===== src/rtl/rr_req_client.sv =====
// Requester-side client for an N-way round-robin arbiter: queues jobs as
// saturating per-channel counts, drives req_o, and serves one grant at a time.
module rr_req_client #(
  parameter int N           = 4,
  parameter int CNT_W       = 3,
  parameter int HOLD_CYCLES = 2
) (
  input  logic         clk,
  input  logic         reset,
  input  logic [N-1:0] push_i,
  input  logic [N-1:0] gnt_i,
  output logic [N-1:0] req_o,
  output logic         busy_o,
  output logic [1:0]   owner_o,
  output logic [N-1:0] done_o,
  output logic         ovf_o,
  output logic         err_o
);

  localparam int HOLD_W = (HOLD_CYCLES > 1) ? $clog2(HOLD_CYCLES) : 1;
  localparam logic [HOLD_W-1:0] HOLD_LOAD = HOLD_W'(HOLD_CYCLES - 1);
  localparam logic [CNT_W-1:0]  CNT_MAX   = '1;

  typedef enum logic {IDLE, BUSY} state_t;

  state_t            state;
  logic [HOLD_W-1:0] hold_cnt;
  logic [CNT_W-1:0]  cnt [N];

  logic              gnt_onehot;
  logic [1:0]        gnt_idx;
  logic              accept;
  logic [N-1:0]      dec;

  // Handshake: req_o[i] is a level request; a grant is taken only when it is
  // one-hot, we are IDLE, and the granted channel actually has pending work.
  always_comb begin
    gnt_onehot = (gnt_i != '0) && ((gnt_i & (gnt_i - N'(1))) == '0);
    gnt_idx    = '0;
    for (int i = 0; i < N; i++) begin
      if (gnt_i[i]) gnt_idx = 2'(i);
    end
    accept = (state == IDLE) && gnt_onehot && (cnt[gnt_idx] != '0);
    dec    = accept ? gnt_i : '0;
  end

  always_comb begin
    req_o = '0;
    for (int i = 0; i < N; i++) begin
      req_o[i] = (state == IDLE) && (cnt[i] != '0);
    end
  end

  assign busy_o = (state == BUSY);

  always_ff @(posedge clk) begin
    if (reset) begin
      state    <= IDLE;
      hold_cnt <= '0;
      owner_o  <= '0;
      done_o   <= '0;
      ovf_o    <= 1'b0;
      err_o    <= 1'b0;
      for (int i = 0; i < N; i++) cnt[i] <= '0;
    end else begin
      done_o <= '0;

      // Push and accept on the same channel cancel out.
      for (int i = 0; i < N; i++) begin
        if (push_i[i] && !dec[i]) begin
          if (cnt[i] == CNT_MAX) ovf_o <= 1'b1;
          else                   cnt[i] <= cnt[i] + CNT_W'(1);
        end else if (!push_i[i] && dec[i]) begin
          cnt[i] <= cnt[i] - CNT_W'(1);
        end
      end

      case (state)
        IDLE: begin
          if (accept) begin
            owner_o  <= gnt_idx;
            hold_cnt <= HOLD_LOAD;
            state    <= BUSY;
          end else if (gnt_i != '0) begin
            err_o <= 1'b1;
          end
        end
        BUSY: begin
          if (gnt_i != '0) err_o <= 1'b1;
          if (hold_cnt == '0) begin
            state  <= IDLE;
            done_o <= N'(1) << owner_o;
          end else begin
            hold_cnt <= hold_cnt - HOLD_W'(1);
          end
        end
        default: state <= IDLE;
      endcase
    end
  end

endmodule

===== config.mk =====
export PLATFORM = sky130hd
export DESIGN_NAME = rr_req_client
export DESIGN_NICKNAME = d
export VERILOG_FILES = /design/src/rtl/rr_req_client.sv
export SDC_FILE = /design/constraint.sdc
export NUM_CORES = 1
export LEC_CHECK = 0
export BUFFER_PORTS_ARGS = -buffer_cell sky130_fd_sc_hd__buf_2
export CAP_MARGIN = 20
export CORE_MARGIN = 5
export CORE_UTILIZATION = 50
export CTS_CLUSTER_SIZE = 8
export DETAILED_ROUTE_END_ITERATION = 7
export PLACE_DENSITY_LB_ADDON = 0.25
export SYNTH_ARGS = -nofsm -noshare
export SYNTH_HDL_FRONTEND = slang
export SYNTH_SLANG_ARGS = --single-unit

===== constraint.sdc =====
create_clock -name clk -period 3.9 [get_ports clk]
set_input_delay 0.195 -clock clk [delete_from_list [all_inputs] [get_ports clk]]
set_output_delay 0.195 -clock clk [all_outputs]
set_load 0.01 [all_outputs]

Yosys cells after proc, flatten, opt, wreduce, memory -nomap -nowiden
Memories as Yosys holds them, arrays and structs flattened.
Index checks and enable logic that the tools add are counted.
- register bits after elaboration: 10
- bits in latches: 0
- RAM bits: 12
- memory bits (read-only): 0
- input bits: 10
- output and inout bits: 13
- word-level logic and storage cells: 129
- memories kept: 1
- $add $sub $neg: 10
- $mul: 0
- divide/modulo/power cells: 0
- magnitude comparators: 0
- equality and inequality tests: 6
- shift operators: 1
- multiplexer cells: 63
- bitwise logic cells: 10
- reductions and logical operators: 32
- memory list (name ; depth ; width ; rd ports ; clocked after Yosys merged registers in ; wr ports ; line ; RTL):
    cnt ; 4 ; 3 ; 5 ; 0 ; 4 ; 28 ; logic [CNT_W-1:0] cnt [N];
- operators with widths (cell ; count):
    $mux 1 ; 49
    $mux 3 ; 8
    $logic_and 1x1->1 ; 15
    $reduce_bool 3->1 ; 5
    $add 3x1->3 const B ; 4
    $eq 3x3->1 const B ; 4
    $sub 3x1->3 const B ; 4
    $logic_not 1->1 ; 8
    $or 1x1->1 ; 8
    $pmux 1 s2 ; 3
    $and 4x4->4 ; 1
    $logic_not 4->1 ; 1
    $mux 2 ; 2
    $mux 4 ; 1
    $ne 2x2->1 const B ; 2
    $reduce_bool 4->1 ; 1
    $shl 1x2->4 const A ; 1
    $sub 4x1->4 const B ; 1
    $reduce_or 3->1 ; 1
    $reduce_and 2->1 ; 1
    $not 1->1 ; 1
    $sub 1x1->1 const B ; 1

Logic depth before layout (Yosys ltp)
- depth after elaboration: 16
- gate-level depth with buffers: 12
- depth with buffers taken out: 10

Worst setup path after synthesis
Ideal clock, no wire load.
- kind: register -> register
- start point: memory cnt[3][2]
- end point: memory cnt[0][2] (data pin)
- data arrival time: 2.484 ns
- data required time: 3.634 ns
- slack: 1.150 ns
- cell stages (with the launch flop): 10
- buffers on the path: 0
- path through: edfxtp_1 -> nor3_1 -> a221oi_2 -> o21ai_2 -> a31o_4 -> or4b_1 -> fa_1 -> xor2_1 -> mux2i_1 -> nor2_1
- RTL lines (item ; line):
    start, declared ; 28

==> impl_metrics.toml <==
[power_and_ir_drop]
power_mw = 0.5942
p_leak_nw = 0.6265
power_density_nw_per_um2 = 377.8
peakVddDrop_mv = 0.2637

[final_layout]
stdcell_count = 198
drive_gt1_share_pct = 19.16
diodes = 0
nNetsFinal = 185
seq_area_um2 = 560.5
fin_util_pct = 57.53
multi_input_area_um2 = 770.7
stdcell_area_um2 = 1573
syn_to_final_growth_pct = 10.94
fillCellCount = 249

[synthesis]
synth_largest_area_cell = "edfxtp_1"
synth_edf_count = 12
synthCells = 148
synth_area_leaders = "edfxtp_1, dfxtp_1, fa_1"
yosys_warnings = 0
synthArstFlopShare_pct = 0
synth_seq_cells = 22
synth_fp_nets = 165
yosys.area.top_type_share_pct = 25.42
yosysSeqAreaShare_pct = 39.54
syn_area_um2 = 1418
synth.distinct_cells = 42
synth.avg_cell_area_um2 = 9.578
synth_ff_type = "edfxtp_1"

[sta]
hold_ws_ps = 287.2
setup_viol = 0
hold_violations = 0
tns_ps = 0
clock-skew-final_ps = 4.167
post-route-period-util_pct = 75.31
worst_slew_pin_slew_ps = 464.8
fmax_mhz = 340.5
min_period_ps = 2937
rsz0062_at_grt = "no"
postLayoutSetupSlackWorst_ps = 962.9
worst_slew_margin_rel_pct = 68.88
slew_violations = 0

[floorplanning]
core_um2 = 2734
dieArea_um2 = 4000
design.portCount = 23
start_util_pct = 51.85
rows = 19
fp.dieW_um = 63.25
die_h_um = 63.25

[setup_path]
critPathRequiredTime_ps = 3980
cp_max_fo = 9
crit_type = "reg2reg"
crit_path_end_kind = "register"
worstPathArrival_ps = 3020
reg2reg_depth = 9
crit_path_start_kind = "register"

[clock_tree]
cts_tree = "yes"
insertion_delay_ps = 320
clkTransAtPathRegs_ps = 130
postCtsSetupBuffers = 0
cts_buffer_depth = 2
cts_buffers = 3
clock_sinks = 22
cts_root_buf = "clkbuf_4"
htree_num_levels = 1
ctsResizeCount = 0
cts_hold_buf = 0

[placement]
dp_slack_ps = 949.3
placedCellCount = 194
place.gp.congestion = 0.8581
dp_hpwl_mm = 2.220
placed_cell_area_um2 = 1525
portBuffers = 22

[global_route]
grt_max_degree = 24
grt.total_usage_pct = 15.36
grt_pass1_vias = 1121
grt_remaining_overflow = 0
grt_pass1_wl_mm = 5.002
grt_antenna_before_repair = 0

[detailed_routing]
first_pass_iters = 6
postRouteAntennaNets = 0
viasPerCell = 5.737
drt-wirelength-per-cell_um = 14.82
drcViolationCount = 0
routed_wl_mm = 2.935
via_count = 1136
drtIter0Drc = 45

[outcome]
outcome = "completed"

[worst_hold_path]
hold_depth = 4
hold_path_class = "in2reg"

[job]
max-cap-violations = 0
## cells in the final DEF (no fill, tap or decap), types with 2 or more instances in the layout
| cell | netlist | routed |
|---|---|---|
| xnor2_1 | 5 | 5 |
| nor3_1 | 12 | 12 |
| a21oi_1 | 9 | 9 |
| nor2_1 | 8 | 8 |
| nand4_1 | 5 | 5 |
| xor2_1 | 2 | 2 |
| and3_1 | 3 | 3 |
| nand3_1 | 3 | 3 |
| nand2b_1 | 4 | 4 |
| or3_1 | 4 | 4 |
| nor3b_1 | 7 | 7 |
| or4b_1 | 2 | 2 |
| dfxtp_1 | 10 | 10 |
| mux2i_1 | 3 | 3 |
| ha_1 | 4 | 4 |
| fa_1 | 3 | 3 |
| nor2b_1 | 2 | 2 |
| buf_2 | 0 | 22 |
| nand2_1 | 9 | 9 |
| a211oi_1 | 2 | 2 |
| clkbuf_4 | 0 | 3 |
| edfxtp_1 | 12 | 12 |
| inv_1 | 12 | 12 |
| nand4b_1 | 2 | 2 |
| o21a_1 | 2 | 2 |
## report_power, final
| part | total, mW | internal (mW) | leakage, nW | switching, mW |
|---|---|---|---|---|
| clock | 0.154 | 0.0784 | 0.0261 | 0.0754 |
| sequential | 0.294 | 0.271 | 0.214 | 0.0239 |
| combinational | 0.146 | 0.0641 | 0.387 | 0.0818 |
| total | 0.594 | 0.413 | 0.626 | 0.181 |
## critical path, stage by stage (launching register included)
cell,delay [ps]
edfxtp_1,440
nor3_1,100
a221oi_2,440
o21ai_2,140
a31o_4,270
or4b_1,500
fa_1,390
xor2_1,170
mux2i_1,200
nor2_1,50
## flip-flops by register name (all words and copies together) (netlist names)
name,flops
cnt,12
done_o,4
owner_o,2
busy_o,1
err_o,1
hold_cnt,1
ovf_o,1
## kinds of logic after synthesis
| family | Yosys count | share of synthesized area [%] |
|---|---|---|
| and+or+nand+nor | 63 | 25.24 |
| AOI/OAI and AO/OA | 26 | 14.12 |
| DFF | 22 | 39.54 |
| buffers and inverters | 19 | 6.089 |
| xor gates and xnor gates | 7 | 4.325 |
| adders and majority gates | 7 | 7.767 |
| muxes | 4 | 2.913 |
## synthesized netlist by cell type, types with 3 or more instances
master     n
nand3_1    3
nand2_1    9
edfxtp_1  12
fa_1       3
nand4_1    5
a21oi_1    9
nor3b_1    7
dfxtp_1   10
or3_1      4
ha_1       4
mux2i_1    3
xnor2_1    5
inv_1     12
clkbuf_1   4
and3_1     3
nand2b_1   4
nor2_1     8
nor3_1    12
## final timing paths
path	start	end	slack (ps)
worst min register to register	owner_o[0]	done_o[0]	470
worst min-delay path	gnt_i[0]	err_o	290
worst max register to register	cnt[3][2]	cnt[0][2]	960
worst max-delay path	cnt[3][2]	cnt[0][2]	960
## area by class of cell
type | count | share of cell area (%)
Timing Repair Buffer | 22 | 7.001
Multi-Input combinational cell | 107 | 49.01
Tap cell | 31 | 2.466
Inverter | 12 | 2.864
Clock buffer | 4 | 3.023
Sequential cell | 22 | 35.64
## per-layer routing
metal	up-vias	share of wire [%]	wire length, um	GRT usage [%]
met5	-	0	0	0
met4	0	1.6	48	5.195
met3	4	5.0	148	4.263
met2	25	46	1355	24.74
met1	529	47	1383	19.73
li1	578	-	-	-
Note: power is estimated with default switching activity, not from simulation.
